## src/rtl/ctrl_pkg.sv

```systemverilog
// Shared encodings for the multi-cycle RV32I control unit.
// State codes, opcodes, select codes and the encoding legality check.
package ctrl_pkg;

    localparam logic [2:0] S_FETCH  = 3'b000;
    localparam logic [2:0] S_DECODE = 3'b001;
    localparam logic [2:0] S_EXEC   = 3'b010;
    localparam logic [2:0] S_MEM    = 3'b011;
    localparam logic [2:0] S_WB     = 3'b100;
    localparam logic [2:0] S_HALT   = 3'b101;

    localparam logic [6:0] OP_LUI    = 7'b0110111;
    localparam logic [6:0] OP_AUIPC  = 7'b0010111;
    localparam logic [6:0] OP_JAL    = 7'b1101111;
    localparam logic [6:0] OP_JALR   = 7'b1100111;
    localparam logic [6:0] OP_BRANCH = 7'b1100011;
    localparam logic [6:0] OP_LOAD   = 7'b0000011;
    localparam logic [6:0] OP_STORE  = 7'b0100011;
    localparam logic [6:0] OP_OPIMM  = 7'b0010011;
    localparam logic [6:0] OP_OP     = 7'b0110011;
    localparam logic [6:0] OP_FENCE  = 7'b0001111;
    localparam logic [6:0] OP_SYSTEM = 7'b1110011;

    localparam logic [2:0] IMM_I = 3'b000;
    localparam logic [2:0] IMM_S = 3'b001;
    localparam logic [2:0] IMM_B = 3'b010;
    localparam logic [2:0] IMM_J = 3'b011;
    localparam logic [2:0] IMM_U = 3'b100;

    localparam logic [1:0] WB_MEM = 2'b00;
    localparam logic [1:0] WB_ALU = 2'b01;
    localparam logic [1:0] WB_PC4 = 2'b10;
    localparam logic [1:0] WB_IMM = 2'b11;

    localparam logic [2:0] F3_BEQ  = 3'b000;
    localparam logic [2:0] F3_BNE  = 3'b001;
    localparam logic [2:0] F3_BLT  = 3'b100;
    localparam logic [2:0] F3_BGE  = 3'b101;
    localparam logic [2:0] F3_BLTU = 3'b110;
    localparam logic [2:0] F3_BGEU = 3'b111;

    function automatic logic op_legal(input logic [6:0] opc,
                                      input logic [2:0] f3);
        logic ok;
        case (opc)
            OP_LUI, OP_AUIPC, OP_JAL, OP_JALR,
            OP_OPIMM, OP_OP, OP_FENCE, OP_SYSTEM: ok = 1'b1;
            OP_LOAD:   ok = (f3 != 3'b011) && (f3 != 3'b111);
            OP_STORE:  ok = (f3 < 3'b011);
            OP_BRANCH: ok = (f3[2:1] != 2'b01);
            default:   ok = 1'b0;
        endcase
        return ok;
    endfunction

endpackage

```

## src/rtl/branch_resolve.sv

```systemverilog
// Branch condition resolver: funct3 plus comparator flags to taken/BrUn.
// Reserved funct3 codes resolve as not taken.
module branch_resolve
    import ctrl_pkg::*;
(
    input  logic [2:0] i_funct3,
    input  logic       i_breq,
    input  logic       i_brlt,
    output logic       o_taken,
    output logic       o_brun
);

    always_comb begin
        o_brun = (i_funct3 == F3_BLTU) || (i_funct3 == F3_BGEU);
        case (i_funct3)
            F3_BEQ:           o_taken = i_breq;
            F3_BNE:           o_taken = !i_breq;
            F3_BLT, F3_BLTU:  o_taken = i_brlt;
            F3_BGE, F3_BGEU:  o_taken = !i_brlt;
            default:          o_taken = 1'b0;
        endcase
    end

endmodule

```

## src/rtl/multicycle_control.sv

```systemverilog
// Multi-cycle RV32I control FSM with memory handshake and timeout.
// Define ILLEGAL_TRAP_EN to halt on illegal encodings (adds illegal_insn).
module multicycle_control
    import ctrl_pkg::*;
#(
    parameter int CNT_W       = 32,
    parameter int MEM_TIMEOUT = 0,
    parameter int TO_W        = 8
) (
    input  logic             clk,
    input  logic             rst,
    input  logic [31:0]      instr,
    input  logic             BrEq,
    input  logic             BrLT,
    input  logic             mem_ready,
    output logic             mem_req,
    output logic             MemRW,
    output logic [2:0]       Size,
    output logic             IRWrite,
    output logic             PCWrite,
    output logic             PCSel,
    output logic [2:0]       ImmSel,
    output logic             RegWEn,
    output logic             BrUn,
    output logic             ASel,
    output logic             BSel,
    output logic [1:0]       WBSel,
    output logic [CNT_W-1:0] instret,
    output logic             bus_err,
`ifdef ILLEGAL_TRAP_EN
    output logic             illegal_insn,
`endif
    output logic [2:0]       state_o
);

    logic [2:0]       r_state;
    logic [CNT_W-1:0] r_ret;
    logic             r_err;
    logic [TO_W-1:0]  r_wait;

    logic [6:0] w_opc;
    logic [2:0] w_f3;
    logic       w_rd_nz;
    logic       w_lui, w_aui, w_jal, w_jalr, w_br;
    logic       w_ld, w_st, w_iop, w_rop, w_nop;
    logic       w_illegal, w_taken, w_brun;
    logic       w_waiting, w_to_hit;
    logic       w_unused;

    logic [2:0] w_nxt;
    logic       w_req, w_rw, w_irw, w_pcw, w_pcs;
    logic       w_rwe, w_bu, w_asel, w_bsel;
    logic [2:0] w_size, w_imm;
    logic [1:0] w_wb;

    assign w_opc   = instr[6:0];
    assign w_f3    = instr[14:12];
    assign w_rd_nz = |instr[11:7];
    assign w_unused = &{1'b0, instr[31:15]};

    assign w_lui  = (w_opc == OP_LUI);
    assign w_aui  = (w_opc == OP_AUIPC);
    assign w_jal  = (w_opc == OP_JAL);
    assign w_jalr = (w_opc == OP_JALR);
    assign w_br   = (w_opc == OP_BRANCH);
    assign w_ld   = (w_opc == OP_LOAD);
    assign w_st   = (w_opc == OP_STORE);
    assign w_iop  = (w_opc == OP_OPIMM);
    assign w_rop  = (w_opc == OP_OP);
    assign w_nop  = (w_opc == OP_FENCE) || (w_opc == OP_SYSTEM);
    assign w_illegal = !op_legal(w_opc, w_f3);

    branch_resolve u_br (
        .i_funct3 (w_f3),
        .i_breq   (BrEq),
        .i_brlt   (BrLT),
        .o_taken  (w_taken),
        .o_brun   (w_brun)
    );

    assign w_waiting = w_req && !mem_ready;
    assign w_to_hit  = (MEM_TIMEOUT != 0) && w_waiting &&
                       (r_wait == TO_W'(MEM_TIMEOUT - 1));

    always_comb begin
        w_nxt  = r_state;
        w_req  = 1'b0;
        w_rw   = 1'b0;
        w_size = 3'b000;
        w_irw  = 1'b0;
        w_pcw  = 1'b0;
        w_pcs  = 1'b0;
        w_imm  = IMM_I;
        w_rwe  = 1'b0;
        w_bu   = 1'b0;
        w_asel = 1'b0;
        w_bsel = 1'b0;
        w_wb   = WB_MEM;
        unique case (r_state)
            S_FETCH: begin
                w_req = 1'b1;
                if (mem_ready) begin
                    w_irw = 1'b1;
                    w_nxt = S_DECODE;
                end
            end
            S_DECODE: begin
                unique case (1'b1)
                    w_st:          w_imm = IMM_S;
                    w_br:          w_imm = IMM_B;
                    w_jal:         w_imm = IMM_J;
                    w_lui | w_aui: w_imm = IMM_U;
                    default:       w_imm = IMM_I;
                endcase
                if (w_illegal) begin
`ifdef ILLEGAL_TRAP_EN
                    w_nxt = S_HALT;
`else
                    w_pcw = 1'b1;
                    w_nxt = S_FETCH;
`endif
                end else if (w_nop) begin
                    w_pcw = 1'b1;
                    w_nxt = S_FETCH;
                end else begin
                    w_nxt = S_EXEC;
                end
            end
            S_EXEC: begin
                w_asel = w_br | w_jal | w_aui;
                w_bsel = w_iop | w_ld | w_st | w_jalr |
                         w_br | w_jal | w_aui;
                if (w_br) begin
                    w_pcw = 1'b1;
                    w_pcs = w_taken;
                    w_bu  = w_brun;
                    w_nxt = S_FETCH;
                end else if (w_ld | w_st) begin
                    w_nxt = S_MEM;
                end else begin
                    w_nxt = S_WB;
                end
            end
            S_MEM: begin
                w_req  = 1'b1;
                w_rw   = w_st;
                w_size = w_f3;
                if (mem_ready) begin
                    w_pcw = w_st;
                    w_nxt = w_st ? S_FETCH : S_WB;
                end
            end
            S_WB: begin
                w_rwe = w_rd_nz;
                w_pcw = 1'b1;
                w_nxt = S_FETCH;
                if (w_jal | w_jalr) begin
                    w_wb  = WB_PC4;
                    w_pcs = 1'b1;
                end else if (w_ld) begin
                    w_wb = WB_MEM;
                end else if (w_lui) begin
                    w_wb = WB_IMM;
                end else begin
                    w_wb = WB_ALU;
                end
            end
            S_HALT: w_nxt = S_HALT;
            default: w_nxt = S_FETCH;
        endcase
        if (w_to_hit) w_nxt = S_HALT;
    end

    // Strobes are forced low while rst is high so a reset mid-access
    // cannot leave a partial register, PC or memory write behind.
    assign mem_req = w_req & ~rst;
    assign MemRW   = w_rw & ~rst;
    assign Size    = rst ? 3'b000 : w_size;
    assign IRWrite = w_irw & ~rst;
    assign PCWrite = w_pcw & ~rst;
    assign PCSel   = w_pcs & ~rst;
    assign ImmSel  = rst ? 3'b000 : w_imm;
    assign RegWEn  = w_rwe & ~rst;
    assign BrUn    = w_bu & ~rst;
    assign ASel    = w_asel & ~rst;
    assign BSel    = w_bsel & ~rst;
    assign WBSel   = rst ? 2'b00 : w_wb;
    assign instret = r_ret;
    assign bus_err = r_err;
    assign state_o = r_state;

    always_ff @(posedge clk or posedge rst) begin
        if (rst) begin
            r_state <= S_FETCH;
            r_ret   <= '0;
            r_err   <= 1'b0;
            r_wait  <= '0;
        end else begin
            r_state <= w_nxt;
            if (w_pcw) r_ret <= r_ret + CNT_W'(1);
            if (w_to_hit) r_err <= 1'b1;
            if (w_nxt != r_state &&
                (w_nxt == S_FETCH || w_nxt == S_MEM))
                r_wait <= '0;
            else if (w_waiting)
                r_wait <= r_wait + TO_W'(1);
        end
    end

`ifdef ILLEGAL_TRAP_EN
    logic r_ill;
    always_ff @(posedge clk or posedge rst) begin
        if (rst)
            r_ill <= 1'b0;
        else if (r_state == S_DECODE && w_illegal)
            r_ill <= 1'b1;
    end
    assign illegal_insn = r_ill;
`endif

endmodule

```

## config.mk

```make
export PLATFORM = sky130hd
export DESIGN_NAME = multicycle_control
export DESIGN_NICKNAME = d
export VERILOG_FILES = /design/src/rtl/ctrl_pkg.sv /design/src/rtl/branch_resolve.sv /design/src/rtl/multicycle_control.sv
export SDC_FILE = /design/constraint.sdc
export NUM_CORES = 1
export LEC_CHECK = 0
export ABC_AREA = 1
export CAP_MARGIN = 20
export CORE_ASPECT_RATIO = 1.2
export CORE_MARGIN = 3
export CORE_UTILIZATION = 51
export DETAILED_ROUTE_END_ITERATION = 12
export GPL_TIMING_DRIVEN = 0
export PLACE_DENSITY_LB_ADDON = 0.15
export SETUP_SLACK_MARGIN = 0.2
export SLEW_MARGIN = 40
export SYNTH_ARGS = -nofsm -noshare
export SYNTH_HDL_FRONTEND = slang
export SYNTH_HIERARCHICAL = 1
export SYNTH_SLANG_ARGS = --single-unit
```

## constraint.sdc

```tcl
create_clock -name clk -period 3.1 [get_ports clk]
set_input_delay 0.465 -clock clk [delete_from_list [all_inputs] [get_ports clk]]
set_output_delay 0.465 -clock clk [all_outputs]
set_load 0.1 [all_outputs]
```

Word level (Yosys, flattened, before mapping):

Index checks and enable logic that the tools add are counted.
W data, S select, Z words.

* add/sub/neg operators: 1
* order comparisons: 1
* eq/ne operators: 26
* multiplexer cells: 37
* bitwise logic cells: 21
* reduce and logical (&&, ||, !) cells: 13

Operators with widths (number)
* $add A32 B1 Y32 const B: 1
* $eq A7 B7 Y1 const B: 4
* $mux W3: 9
* $eq A7 B6 Y1 const B: 3
* $eq A3 B3 Y1 const B: 6
* $mux W1: 15
* $pmux W3 S5: 1
* $eq A7 B5 Y1 const B: 2
* $mux W2: 7
* $pmux W1 S4: 3
* $pmux W3 S4: 1
* $or A1 B1 Y1: 11
* $and A1 B1 Y1: 9
* $reduce_or A8 Y1: 1
* $eq A7 B2 Y1 const B: 1
* $eq A7 B4 Y1 const B: 1
* $eq A3 B1 Y1 const B: 2
* $eq A3 B2 Y1 const B: 2
* $logic_not A3 Y1: 2
* $reduce_or A2 Y1: 3
* $reduce_or A5 Y1: 1
* $ne A2 B2 Y1 const B: 2
* $lt A3 B2 Y1 const B: 1
* $ne A3 B2 Y1 const B: 1
* other kinds (8): 10

* register bits after elaboration: 35
* input bits: 37
* output and inout port bits: 53
* logic and storage cells: 101

Depth between registers and ports, before layout:

Gate-level depths: netlist of run 1.

* depth in word-level cells: 9
* gate-level depth with buffers: 11
* gate-level depth less buffers: 11

Modules after synthesis:

The synthesis of run 1 kept the hierarchy.

Modules (own cells, without submodules)
* multicycle_control: instances 1, cells each 447, area each 2721.4 sq um, sequential area each 875.8 sq um
* branch_resolve: instances 1, cells each 11, area each 48.8 sq um, sequential area each 0.0 sq um

Worst setup path after synthesis of run 1:

No wires, ideal clock.

* path kind: register to output
* from: register r_state[1], in the netlist state_o[1]
* to: output port MemRW
* arrival time: 4.518 ns
* data required time: 2.635 ns
* slack: -1.883 ns
* stages on the path, launching flop included: 5
* path buffers: 0
* path through: dfrtp_1 -> nand2_1 -> nor2_1 -> inv_2 -> nor4b_1

* cells in the longest elaborated chain, start to end: 3

RTL lines
* from (decl): RTL line multicycle_control.sv:36 `logic [2:0] r_state;`
* from (signal assigned): RTL line multicycle_control.sv:199 `r_state <= w_nxt;`
* $eq A3 B2 Y1: RTL line multicycle_control.sv:99 `unique case (r_state)`
* $mux W1: RTL line multicycle_control.sv:99
* $and A1 B1 Y1: RTL line multicycle_control.sv:177 `assign MemRW = w_rw & ~rst;`
* to (decl): RTL line multicycle_control.sv:17 `output logic MemRW,`

No other way between the ends.

Final worst setup path of run 1:

* from: input port rst
* to: output port PCSel

* cells in the longest elaborated chain, start to end: 2

RTL lines
* from (decl): RTL line multicycle_control.sv:11 `input logic rst,`
* $not A1 Y1: RTL line multicycle_control.sv:181 `assign PCSel = w_pcs & ~rst;`
* $and A1 B1 Y1: RTL line multicycle_control.sv:181
* to (decl): RTL line multicycle_control.sv:21 `output logic PCSel,`

No other way between the ends.

==> results of run 1 <==
-- kinds of logic (layout without fill, tap and decap cells) --
group / count (synthesis) / in the layout / synth area share
xor+xnor: 16 / 16 / 0.0506
compound gates: 14 / 14 / 0.0266
other cells: 1 / 1 / 0.00135
buf+inv: 52 / 133 / 0.0786
simple gates: 339 / 339 / 0.522
fa+ha+maj: 1 / 1 / 0.00452
flops: 35 / 35 / 0.316
-- metal layers --
metal,GRT usage,vias up
li1,-,1605
met1,0.322,1483
met2,0.471,171
met3,0.0371,33
met4,0.138,0
met5,0,-
-- worst register-to-register path, cell delays in order (launching register included) --
cell,delay [ns]
dfrtp_1,0.50
ha_1,0.34
nand2_1,0.10
nor2_1,0.36
inv_1,0.08
nor2_1,0.31
nand2_1,0.09
nand2_1,0.06
nand2_1,0.04
nand2_1,0.06
nand2_1,0.05
-- flip-flops by register name, indices dropped and copies added, names as in the netlist --
register	flops
state_o	3
instret	32
-- cells in the final DEF, fill, tap and decap left out, drive strengths merged --
cell type,n
clkbuf,9
nor3b,1
nand4,2
dfrtp,35
clkinv,2
nor2,68
nor4b,1
clkdlybuf4s50,18
inv,41
a21oi,11
buf,58
xnor2,1
a22oi,1
xor2,15
nand3,50
nor3,20
ha,1
nand2,189
conb,1
o21ai,1
and2,1
clkinvlp,3
o22ai,1
dlygate4sd2,1
bufinv,1
nand3b,7
-- repair_timing --
action                     in CTS  in global routing
cloned                          2                  0
gates resized for setup         3                 10
setup endpoints to repair      10                  4
pin swaps                       0                  1
-- metrics by stage --
stage               instance area [sq um]  cells  utilization  power (uW)  hold slack, ns
global placement                     3630    589        0.716        1480           0.531
global route                         3530    599        0.696        1960           0.589
finish                               3530    599        0.696        1880           0.554
detailed placement                   3370    589        0.664        1450           0.540
floorplan                            2850    458            -        1260           0.429
CTS                                  3500    599        0.689        1870           0.533
-- power by group --
group          switching [uW]  internal, uW  leakage, uW
clock network             179           239    0.0000581
logic                     708           206      0.00128
registers                56.4           493     0.000480
-- how the worst min path moves through the flow --
stage          cells after the start         from          end  slack, ns
6_report                           2  instret[31]  instret[31]       0.55
5_1_grt                            2          rst   state_o[2]       0.59
4_1_cts                            2          rst   state_o[2]       0.53
3_5_place_dp                       2  instret[31]  instret[31]       0.54
3_3_place_gp                       2  instret[31]  instret[31]       0.53
2_1_floorplan                      1          rst   instret[0]       0.43
-- layout make-up --
cell class / count / area [sq um]
inverter: 42 / 161
fill: 471 / 1550
clock buffer: 5 / 68.8
sequential: 35 / 877
clock inverter: 3 / 43.8
timing repair inverter: 2 / 12.5
multi-input combinational: 371 / 1770
buffer: 10 / 65.1
tap: 60 / 75.1
timing repair buffer: 71 / 464
==> impl_metrics.json, run 1 <==
{
  "status": "finished clean",
  "top_layer_used": "met4",
  "hold_class": "reg -> reg",
  "die_w_microns": 73.3,
  "core_sq_um": 5080,
  "worstSetupStartpointType": "input pin",
  "fp.dieH_microns": 86.7,
  "cp.arrival_ns": 2.41,
  "path_buf_inv": 3,
  "routedWlPerCell_microns": 14.0,
  "synth_top_area_cell": "dfrtp_1",
  "clock_skew_ns": 0.0110,
  "dieArea_sq_um": 6360,
  "cp-endpoint": "PCSel",
  "routed_wl_mm": 8.41,
  "ys_ff_latch": 35,
  "nets": 576,
  "cts_buffers": 5,
  "io_pins": 90,
  "setup_viol": 0,
  "tightest_slew_ns": 0.697,
  "path_cells": "dlygate4sd2_1 > clkinvlp_4 > nand2_1 > a22oi_2 > buf_2",
  "drive_above_1_share": 0.193,
  "synthCells": 458,
  "critPathCaptureType": "output port",
  "rsz0062_at_grt": "yes",
  "detail-route-antenna-nets": 0,
  "routed_via_density": 5.50,
  "synth_most_common_cell": "nand2_1",
  "gp_congestion": 0.907,
  "setup_slack_ns": 0.226,
  "cap_violations": 0,
  "clk_latency_ns": 0.30,
  "startpoint": "rst",
  "initial_core_util": 0.545,
  "crit_family": "buffers and inverters",
  "grt_pass1_vias": 3065,
  "avgSynthCellArea_sq_um": 6.05,
  "pre_cts_ws_ns": -0.459,
  "grt_use_total": 0.272,
  "r2r_end": "instret[30]",
  "ctsHoldBuffers": 0,
  "drcViolationCount": 0,
  "cts_tree": "built",
  "final.setup.tns_ns": 0,
  "wl_met2_mm": 4.14,
  "cts_root_buf": "clkbuf_8",
  "crit_fanout": 10,
  "required_ns": 2.63,
  "vias": 3292,
  "antenna_found_initial": 0,
  "crit_slowest_cell": "dlygate4sd2_1",
  "cts_buffer_depth": 2,
  "async_reset_ff_frac": 1.00,
  "timing.rr.start": "instret[0]",
  "cts_sinks": 35,
  "max_freq_mhz": 348,
  "drt_iter0_drc": 239,
  "synth_edf_count": 0,
  "max_slew_margin": 0.535,
  "rows": 28,
  "finalHoldViolCount": 0,
  "syn_nets": 496,
  "cts.htree.levels": 2,
  "synth_cell_types": 27,
  "rr_worst_depth": 10,
  "finalCritPeriodShare": 0.927,
  "r2r_setup_slack_ns": 1.01,
  "cp.depth": 5,
  "areaGrowthSynthToFinish_pct": 27.6,
  "clkTransAtPathRegs_ns": 0.08,
  "portBuffers": 71,
  "crit_path_max_incr_delay_ns": 0.65,
  "synth_top_area_frac": 0.316,
  "syn-cell-area_sq_um": 2770,
  "grt_pass1_wl_mm": 13.6,
  "detail_route.first_pass.iterations": 8,
  "leakage_uw": 0.00182,
  "grt_max_degree": 20,
  "ir_drop_mv": 0.548,
  "finalCriticalPeriod_ns": 2.87,
  "drt-met1-wl_mm": 3.34,
  "path_class": "in -> out",
  "met3WireLength_microns": 572,
  "yosys_warnings": 6,
  "p_per_area_nw_per_um2": 533,
  "overflow": 0,
  "drv_slew": 0,
  "ys_top_cells_by_area": "dfrtp_1, nand2_1, nand3_1",
  "synthTopCellsByCount": "nand2_1, nor2_1, nand3_1, inv_1, dfrtp_1",
  "synth-seq-area-share": 0.316,
  "ys.flop_type": "dfrtp_1",
  "antenna_cells": 0,
  "post_cts_buffers": 0,
  "place_hpwl_mm": 6.24
}
No activity file was read; power rests on OpenSTA's default activity.
==> run 2, diff against run 1 <==
--- a/config.mk
+++ b/config.mk
@@ -14,7 +14,7 @@
 export GPL_TIMING_DRIVEN = 0
 export PLACE_DENSITY_LB_ADDON = 0.15
 export SETUP_SLACK_MARGIN = 0.2
-export SLEW_MARGIN = 40
+export SLEW_MARGIN = 5
 export SYNTH_ARGS = -nofsm -noshare
 export SYNTH_HDL_FRONTEND = slang
 export SYNTH_HIERARCHICAL = 1
==> run 2 against run 1 <==
- hold slack better by 0.0033 ns
- setup slack better by 0.055 ns
- global-route usage shrank 0.059 points
- via count down 1.3%
- cell count grew 0.67%
- count of clock-buffer cells in the layout unchanged
- sequential share of layout area is 1.8 points lower
- routed wire length decreased by 1.9%
- largest power group unchanged
==> impl_metrics.json, run 2 (synthesis results as in run 1) <==
{
  "status": "finished clean",
  "cap_violations": 0,
  "leakage_uw": 0.00180,
  "overflow": 0,
  "initial_core_util": 0.545,
  "fill_cells": 462,
  "routedWlPerCell_microns": 13.7,
  "required_ns": 2.63,
  "vias": 3250,
  "placed_area_sq_um": 3630,
  "die_w_microns": 73.3,
  "grt_max_degree": 20,
  "cp.arrival_ns": 2.35,
  "routed_wl_mm": 8.25,
  "final.setup.tns_ns": 0,
  "drive_above_1_share": 0.125,
  "max_freq_mhz": 355,
  "critPathCaptureType": "output port",
  "drv_slew": 0,
  "portBuffers": 71,
  "grt_pass1_wl_mm": 13.6,
  "combPwrFrac": 0.495,
  "gp_congestion": 0.907,
  "drt_iter0_drc": 284,
  "rr_worst_depth": 10,
  "clkTransAtPathRegs_ns": 0.08,
  "core_sq_um": 5080,
  "hold_class": "reg -> reg",
  "switchingPower_uw": 944,
  "setup_viol": 0,
  "cts_tree": "built",
  "seqPwrFrac": 0.288,
  "detail-route-antenna-nets": 0,
  "grt_pass1_vias": 3051,
  "final_cell_mix": "nand2_1, nor2_1, clkdlybuf4s50_1",
  "fp.dieH_microns": 86.7,
  "rsz0062_at_grt": "no",
  "place_hpwl_mm": 6.27,
  "antenna_found_initial": 0,
  "cts_root_buf": "clkbuf_8",
  "clk_latency_ns": 0.29,
  "cts_sinks": 35,
  "crit_fanout": 8,
  "rows": 28,
  "utilization": 0.750,
  "path_class": "in -> out",
  "p_int_uw": 975,
  "postLayoutCellArea_sq_um": 3810,
  "io_pins": 90,
  "detail_route.first_pass.iterations": 5,
  "cts_buffers": 5,
  "sw_frac_of_total": 0.492,
  "grt_use_total": 0.271,
  "tightest_slew_ns": 0.977,
  "cts_buffer_depth": 2,
  "nets": 580,
  "fin_cells": 603,
  "p_per_area_nw_per_um2": 504,
  "areaGrowthSynthToFinish_pct": 37.5,
  "finalCritPeriodShare": 0.909,
  "hold_path_depth": 2,
  "antenna_cells": 0,
  "cts.htree.levels": 2,
  "power.share.clock": 0.218,
  "dieArea_sq_um": 6360,
  "mostFrequentLayoutCell": "nand2_1",
  "worstSetupStartpointType": "input pin",
  "max_slew_margin": 0.347,
  "ir_drop_mv": 0.516,
  "dp_cells": 589,
  "largest_reg_flops": 32,
  "clock_skew_ns": 0.0149,
  "routed_via_density": 5.39,
  "drcViolationCount": 0,
  "finalCriticalPeriod_ns": 2.82,
  "finalHoldViolCount": 0
}
## run 2: cell types whose count changed in the layout (fill, tap and decap cells not counted), moves of 2 or more
cell,delta
clkdlybuf4s15_2,+8
clkdlybuf4s50_1,+32
dlygate4sd2_1,+2
clkbuf_4,-2
buf_4,+5
dlymetal6s2s_1,+4
buf_2,-47
## run 2: stage by stage
stage	total power (uW)	setup slack, ns	hold slack [ns]
2_1_floorplan	1260	-0.482	0.429
3_3_place_gp	1480	-1.13	0.531
3_5_place_dp	1500	-1.18	0.540
4_1_cts	1910	0.121	0.543
5_1_grt	2000	0.197	0.604
6_report	1920	0.281	0.558
## run 2: area by class of cell
class                      instances  area [sq um]  area share
multi-input combinational        371          1760       0.463
sequential                        35           877       0.230
timing repair buffer              75           747       0.196
inverter                          42           161      0.0424
tap                               60          75.1      0.0197
clock buffer                       5          68.8      0.0181
buffer                            10          62.6      0.0164
clock inverter                     3          43.8      0.0115
timing repair inverter             2          10.0     0.00263
## run 2: per-layer routing
| metal | GRT usage | routed length (microns) | up-vias |
|---|---|---|---|
| met5 | 0 | 0 | - |
| met4 | 0.124 | 245 | 0 |
| met3 | 0.0348 | 467 | 23 |
| met2 | 0.468 | 4150 | 131 |
| met1 | 0.330 | 3390 | 1490 |
| li1 | - | - | 1606 |
## run 2: critical path, stage by stage
cell             delay [ns]
clkdlybuf4s50_1        0.44
inv_2                  0.08
nand2_1                0.08
nor2_4                 0.21
nand2_1                0.17
nor2_2                 0.19
nand2_1                0.09
a22oi_2                0.16
buf_2                  0.46
## run 2: final timing paths
check / startpoint / end / slack [ns]
setup / recovery: instr[2] / PCSel / 0.28
hold / removal: instret[31] / instret[31] / 0.56
setup reg to reg: instret[0] / instret[28] / 1.04
hold reg to reg: instret[31] / instret[31] / 0.56
max in group asynchronous: rst / instret[10] / 1.76
min in group asynchronous: rst / instret[29] / 0.76
## run 2: timing repair
action	CTS	global route
setup endpoints to repair	17	15
cloned	2	0
gates resized for setup	50	18
hold buffers	0	0
buffers inserted	0	4
hold endpoints to repair	0	0
pin swaps	0	1
## run 2: power by group through the flow
stage / logic, uW / registers (uW) / clock network [uW]
5_1_grt: 1000 / 560 / 437
6_report: 949 / 552 / 418
2_1_floorplan: 456 / 801 / 0
4_1_cts: 939 / 552 / 421
3_5_place_dp: 937 / 561 / 0
3_3_place_gp: 922 / 556 / 0
==> run 3, diff against run 2 <==
--- a/config.mk
+++ b/config.mk
@@ -9,7 +9,7 @@
 export CAP_MARGIN = 20
 export CORE_ASPECT_RATIO = 1.2
 export CORE_MARGIN = 3
-export CORE_UTILIZATION = 51
+export CORE_UTILIZATION = 47
 export DETAILED_ROUTE_END_ITERATION = 12
 export GPL_TIMING_DRIVEN = 0
 export PLACE_DENSITY_LB_ADDON = 0.15
==> constraint.sdc (replaced) <==
create_clock -name clk -period 2.94 [get_ports clk]
set_input_delay 0.441 -clock clk [delete_from_list [all_inputs] [get_ports clk]]
set_output_delay 0.441 -clock clk [all_outputs]
set_load 0.1 [all_outputs]
==> run 3 against run 2 <==
- sequential share of layout area grew 0.20 points
- largest power group unchanged
- first-iteration DRC count shrank 14%
- global-route usage shrank 2.7 points
- count of clock-buffer cells in the layout grew 1
- sequential cell count is the same
- routed wire length grew 0.91%
- core utilization shrank 8.2 points
==> impl_metrics.json, run 3 (synthesis results as in run 1) <==
{
  "setup_slack_ns": 0.310,
  "leakage_uw": 0.00176,
  "routed_via_density": 5.24,
  "cts.htree.levels": 2,
  "max_freq_mhz": 380,
  "mostFrequentLayoutCell": "nand2_1",
  "vias": 3241,
  "finalCriticalPeriod_ns": 2.63,
  "io_pins": 90,
  "clkTransAtPathRegs_ns": 0.07,
  "crit_slowest_cell": "clkdlybuf4s15_1",
  "tightest_slew_ns": 0.977,
  "detail-route-antenna-nets": 0,
  "crit_fanout": 10,
  "hold_class": "in -> async",
  "post_cts_buffers": 0,
  "grt_use_total": 0.245,
  "cts_root_buf": "clkbuf_8",
  "antenna_cells": 0,
  "fp.dieH_microns": 90.1,
  "routedWlPerCell_microns": 13.5,
  "final_cell_mix": "nand2_1, nor2_1, clkdlybuf4s50_1",
  "path_cells": "clkdlybuf4s15_2 > clkinvlp_4 > nand2_1 > nor2_1 > clkdlybuf4s15_1",
  "cap_violations": 0,
  "cts_buffer_depth": 2,
  "antenna_found_initial": 0,
  "cts_buffers": 5,
  "place_hpwl_mm": 6.14,
  "r2r_setup_slack_ns": 0.87,
  "ctsHoldBuffers": 0,
  "postLayoutCellArea_sq_um": 3790,
  "drcViolationCount": 0,
  "path_class": "in -> out",
  "max_slew_margin": 0.347,
  "detail_route.first_pass.iterations": 5,
  "drive_above_1_share": 0.132,
  "nets": 577,
  "final-seq-area_sq_um": 880,
  "routed_wl_mm": 8.33,
  "timing.rr.start": "instret[0]",
  "pre_cts_ws_ns": -1.37,
  "status": "finished clean",
  "required_ns": 2.50,
  "cts_sinks": 35,
  "holdWs_ns": 0.466,
  "core_sq_um": 5670,
  "cp.arrival_ns": 2.19,
  "setup_viol": 0,
  "areaGrowthSynthToFinish_pct": 36.7,
  "die_w_microns": 76.1,
  "finalCritPeriodShare": 0.894,
  "worstSetupStartpointType": "input pin",
  "grt_pass1_wl_mm": 14.0,
  "drt_iter0_drc": 243,
  "grt_max_degree": 20,
  "portBuffers": 71,
  "rows": 30,
  "initial_core_util": 0.489,
  "utilization": 0.668,
  "critPathCaptureType": "output port",
  "clk_latency_ns": 0.28,
  "multi_input_area_sq_um": 1800,
  "clock_skew_ns": 0.00478,
  "ir_drop_mv": 0.371,
  "drv_slew": 0,
  "rsz0062_at_grt": "no",
  "dieArea_sq_um": 6850,
  "p_per_area_nw_per_um2": 506,
  "crit_path_max_incr_delay_ns": 0.72,
  "placed_area_sq_um": 3680,
  "largest_reg_flops": 32,
  "gp_congestion": 0.940,
  "fill_cells": 537,
  "cts_tree": "built",
  "finalHoldViolCount": 0,
  "grt_pass1_vias": 3080,
  "overflow": 0,
  "r2r_end": "instret[28]",
  "rr_worst_depth": 10
}
[run 3: area by class of cell]
type | instances | share of cell area
multi-input cells | 372 | 0.477
flip-flops and latches | 35 | 0.232
clock buffers | 6 | 0.0192
inverters | 42 | 0.0426
well taps | 80 | 0.0264
repair inverters | 2 | 0.00264
repair buffers | 71 | 0.183
plain buffers | 10 | 0.0172
[run 3: critical path, delay by kind of cell]
family | cells | cell delay [ns]
buf+inv | 3 | 1.56
simple gates | 2 | 0.18
[run 3: metrics by stage]
stage | total power (uW) | setup TNS, ns | instances
2_1_floorplan | 1330 | 0 | 458
3_3_place_gp | 1570 | -13.81 | 609
3_5_place_dp | 1580 | -14.04 | 609
4_1_cts | 1910 | 0 | 617
5_1_grt | 2030 | 0 | 618
6_report | 1920 | 0 | 618
[run 3: metal layers]
layer | vias to the layer above | GRT usage | part of all wire
li1 | 1599 | - | -
met2 | 140 | 0.413 | 0.48
met3 | 26 | 0.0361 | 0.060
met1 | 1476 | 0.312 | 0.43
met4 | 0 | 0.101 | 0.034
met5 | - | 0 | 0
[run 3: how the worst max path moves through the flow]
stage	from	endpoint	slack, ns	cells past startpoint
finish	rst	Size[0]	0.31	5
global route	state_o[2]	Size[1]	0.20	6
CTS	instr[0]	PCSel	0.11	8
detailed placement	rst	PCSel	-1.37	5
global placement	rst	PCSel	-1.34	5
floorplan	state_o[1]	Size[0]	0.12	4
[run 3: timing repair]
item / 4_1_cts / 5_1_grt
cloned: 2 / 1
gates resized for setup: 65 / 23
pin swaps: 0 / 2
setup endpoints to repair: 17 / 9
[run 3: power breakdown]
group,switching [uW],internal [uW],leakage [uW],total [uW]
Combinational,752,260,0.00125,1010
Sequential,61.5,522,0.000477,584
Clock,164,158,0.0000371,322
==> RTL change 1, RTL diff (config.mk and constraints of run 3) <==
Build with the macro `ILLEGAL_TRAP_EN` defined.
--- a/src/rtl/multicycle_control.sv
+++ b/src/rtl/multicycle_control.sv
@@ -2,2 +2,4 @@
 // Define ILLEGAL_TRAP_EN to halt on illegal encodings (adds illegal_insn).
+`define ILLEGAL_TRAP_EN
+
 module multicycle_control
Behaviour (old outputs only; new: illegal_insn): not the same (a bounded check fails within 4 cycles, from zero or initial values and one cycle with rst high).
==> RTL change 1 against run 3 <==
- clock skew fell by 0.00082 ns
- worst setup slack got worse by 0.032 ns
- routed wire length rose by 4.1%
- sequential cell count rose by 1
- synthesized area rose by 3.0%
- final area rose by 3.6%
- die area rose by 2.8%
- count of clock-buffer cells in the layout rose by 2
- sequential share of layout area fell by 0.19 points
Power is not compared: it rests on default switching activity, and its combinational part moved more than twofold at a synthesized area within 25%.
==> RTL change 1: results <==
{
  "vias": 3068,
  "postSynthCellCount": 449,
  "layout-drive-gt1-share_pct": 17.8,
  "htreeDepth": 2,
  "track_usage_pct": 26.0,
  "wl_per_cell_um": 14.1,
  "grt_max_degree": 21,
  "synthTopCellsByArea": "dfrtp_1 (32%), nand2_1 (21%), nor2_1 (8.0%)",
  "grt_antenna_before_repair": 0,
  "fin_setup_tns_ns": 0,
  "grt.met3_usage_pct": 3.47,
  "critPathMaxFanout": 4,
  "p_leak_nw": 1.77,
  "drt_first_pass_iters": 4,
  "clkLatencyLatePin_ns": 0.29,
  "yosysWarnings": 6,
  "cts_buffer_depth": 2,
  "antenna_cells": 0,
  "slowest_stage": "clkdlybuf4s15_2",
  "fillers": 565,
  "dp_cells": 600,
  "drt-total-wl_um": 8670,
  "synthTopCellsByCount": "nand2_1 (162), nor2_1 (61), inv_1 (48), dfrtp_1 (36), nor3_1 (22)",
  "tightestPinTransition_ns": 0.997,
  "outcome": "complete, no violations",
  "hold_class": "in -> async",
  "fin_worst_skew_ns": 0.00396,
  "first_iter_violations": 176,
  "cts-root-buf": "clkbuf_8",
  "nets": 570,
  "clkTransAtPathRegs_ns": 0.07,
  "grtUsageMet1_pct": 28.2,
  "grt_pass1_vias": 3193,
  "ys_async_sr_fraction_pct": 100,
  "ir_drop_v": 0.000469,
  "syn_nets": 487,
  "cts_made_buffers": 5,
  "hpwlAfterDp_um": 6760,
  "grt_util_met2_pct": 50.3,
  "gp_congestion": 0.942,
  "cap_violations": 0,
  "place.port_buffers": 71,
  "grt_pass1_wl_um": 14700,
  "max_stage_delay_ns": 0.56,
  "seq_area_frac_synth_pct": 31.6,
  "synthDistinctLibCells": 30,
  "largest_reg_flops": 32
}
## RTL change 1: changes by cell type after synthesis, moves of 6 or more
cell / change
inv_1: +12
nand2_1: -25
nand2_2: +11
nand3_1: -30
o21ai_0: +10
o21ai_1: +6
o21ai_2: +10
## RTL change 1: path summary, 6_finish.rpt
path / start / to / slack, ns / cells after the start
worst max register to register: instret[0] / instret[16] / 1.13 / 7
worst min register to register: illegal_insn / illegal_insn / 0.46 / 2
worst min-delay path: rst / state_o[0] / 0.37 / 2
max in group asynchronous: rst / instret[21] / 2.04 / 3
min in group clk: illegal_insn / illegal_insn / 0.46 / 2
worst max-delay path: instr[6] / WBSel[1] / 0.28 / 7
## RTL change 1: worst reg2reg max path: stages (launching register included)
cell and delay, ns:
dfrtp_1 0.50, ha_1 0.32, nand3_1 0.19, inv_1 0.13, nand2_1 0.09, nor2_1 0.14, xor2_1 0.21, o21ai_0 0.12
## RTL change 1: layout make-up
class / count / area, um^2 / share of cell area, %
repair inverters: 2 / 10.0 / 0.255
clock buffers: 8 / 100 / 2.55
flip-flops and latches: 36 / 903 / 23.0
multi-input cells: 352 / 1780 / 45.3
plain buffers: 8 / 83.8 / 2.14
well taps: 80 / 100 / 2.55
repair buffers: 74 / 743 / 19.0
inverters: 53 / 203 / 5.17
## RTL change 1: power by group
part | switching (mW) | internal (mW) | leakage, nW
combinational | 1.55 | 0.505 | 1.24
clock | 0.185 | 0.214 | 0.0515
sequential | 0.148 | 0.614 | 0.477
## RTL change 1: kinds of logic after synthesis
logic type,synth area share (%)
simple gates,46.1
xor+xnor,4.30
other cells,0.131
compound gates,7.80
buf+inv,9.64
fa+ha+maj,0.438
flops,31.6
## RTL change 1: timing repair
action / in CTS / in global routing
endpoints found under the setup margin: 17 / 9
hold endpoints to repair: 0 / 0
pin swaps: 0 / 2
gates resized for setup: 55 / 12
gates cloned: 2 / 0
buffers inserted: 0 / 2
## RTL change 1: per-layer routing
| layer | wire length, um | vias up |
|---|---|---|
| li1 | - | 1563 |
| met1 | 3390 | 1410 |
| met2 | 4740 | 81 |
| met3 | 343 | 14 |
| met4 | 202 | 0 |
| met5 | 0 | - |
## RTL change 1: through the flow
step,setup slack [ns],power (mW),util [%],cell area (um^2),hold WS (ns)
2_1_floorplan,0.190,2.33,-,2960,0.646
3_3_place_gp,-0.687,2.79,65.2,3770,0.447
3_5_place_dp,-0.728,2.82,65.2,3770,0.455
4_1_cts,0.215,3.22,67.2,3880,0.378
5_1_grt,0.205,3.40,67.8,3920,0.392
6_report,0.278,3.22,67.8,3920,0.375
==> RTL change 2, RTL diff (settings of run 3) <==
Without the edit above. Set the parameter `CNT_W` to 16 (it was 32).
--- a/src/rtl/multicycle_control.sv
+++ b/src/rtl/multicycle_control.sv
@@ -5,3 +5,3 @@
 #(
-    parameter int CNT_W       = 32,
+    parameter int CNT_W       = 16,
     parameter int MEM_TIMEOUT = 0,
Interface: changed (resized instret); port bits go from 90 to 74. No check against the original RTL was run, so the function may have changed too.
==> RTL change 2 against run 3 <==
- clock power is 43% lower
- sequential share of layout area fell by 4.1 points
- sequential power fell by 39%
- power down 24%
- non-clock buffer count fell by 17
- synthesized area is 37% lower
- worst setup slack worse by 0.041 ns
- sequential cell count is 16 lower
- critical path depth up 4
- routed wire length down 46%
- register-to-register slack improved by 0.45 ns
- final area down 34%
==> RTL change 2: results <==
{
  "place.port_buffers": 55,
  "max_stage_delay_ns": 0.49,
  "synth_fa_ha_area_share_pct": 0.722,
  "pre_cts_slack_ns": -1.04,
  "grt_pass1_vias": 1882,
  "grt.met3_usage_pct": 3.74,
  "syn_nets": 284,
  "grtUsageMet1_pct": 23.2,
  "synth_area_per_cell_um2": 7.04,
  "r2r_slack_ns": 1.32,
  "synth.area.mux_share_pct": 0,
  "crit_arrival_ns": 2.23,
  "synth-compound-area-share_pct": 6.35,
  "p_seq_uw": 357,
  "synth_xor_area_share_pct": 7.08,
  "ys_async_sr_fraction_pct": 100,
  "holdWs_ns": 0.571,
  "largest_reg_flops": 16,
  "cap_violations": 0,
  "place_area_um2": 2420,
  "track_usage_pct": 22.6,
  "first_iter_violations": 97,
  "slowest_stage": "clkdlybuf4s50_1",
  "drt_first_pass_iters": 4,
  "gp_congestion": 0.946,
  "comb-power_uw": 919,
  "wl_met3_um": 224,
  "cts_made_buffers": 3,
  "dp_cells": 338,
  "hold_class": "reg -> reg",
  "synthTopCellsByArea": "dfrtp_1 (27%), nand2_1 (12%), nand3_1 (8.4%)",
  "tightestPinTransition_ns": 0.987,
  "fin_worst_skew_ns": 0.00151,
  "p_leak_nw": 1.18,
  "drt-total-wl_um": 4500,
  "grt_pass1_wl_um": 7820,
  "ir_drop_v": 0.000310,
  "synthTopCellsByCount": "nand2_1 (57), nand3_1 (29), nor2_1 (28), dfrtp_1 (19), inv_1 (19)",
  "grt_util_met2_pct": 42.0,
  "outcome": "complete, no violations",
  "grt_max_degree": 13,
  "nets": 350,
  "post_cts.repair.setup_buffers": 5,
  "r2r-start": "state_o[2]",
  "wl_met1_um": 1640,
  "p_int_uw": 651,
  "vias": 1820,
  "seqPwrFrac_pct": 24.5,
  "layout-drive-gt1-share_pct": 28.0,
  "met2_length_um": 2490,
  "hpwlAfterDp_um": 3600,
  "post_cts_resized": 55,
  "htreeDepth": 1,
  "seq_area_frac_synth_pct": 27.4,
  "reg2reg_to": "instret[9]"
}
## RTL change 2: cell type report
type                    instances  area [um^2]
repair inverters                1         5.00
well taps                      37         46.3
fillers                       278          957
clock buffers                   4         45.0
plain buffers                   4         42.5
inverters                      26          101
flip-flops and latches         19          478
repair buffers                 60          574
multi-input cells             197         1200
## RTL change 2: worst max-delay path by stage
| stage | from | end | slack (ns) | depth (start not counted) |
|---|---|---|---|---|
| 6_report | instr[1] | PCWrite | 0.27 | 9 |
| 5_1_grt | instr[3] | PCWrite | 0.18 | 10 |
| 4_1_cts | instr[4] | PCWrite | 0.20 | 10 |
| 3_5_place_dp | rst | ImmSel[2] | -1.04 | 5 |
| 3_3_place_gp | rst | ImmSel[0] | -1.0 | 5 |
| 2_1_floorplan | state_o[2] | RegWEn | -0.34 | 2 |
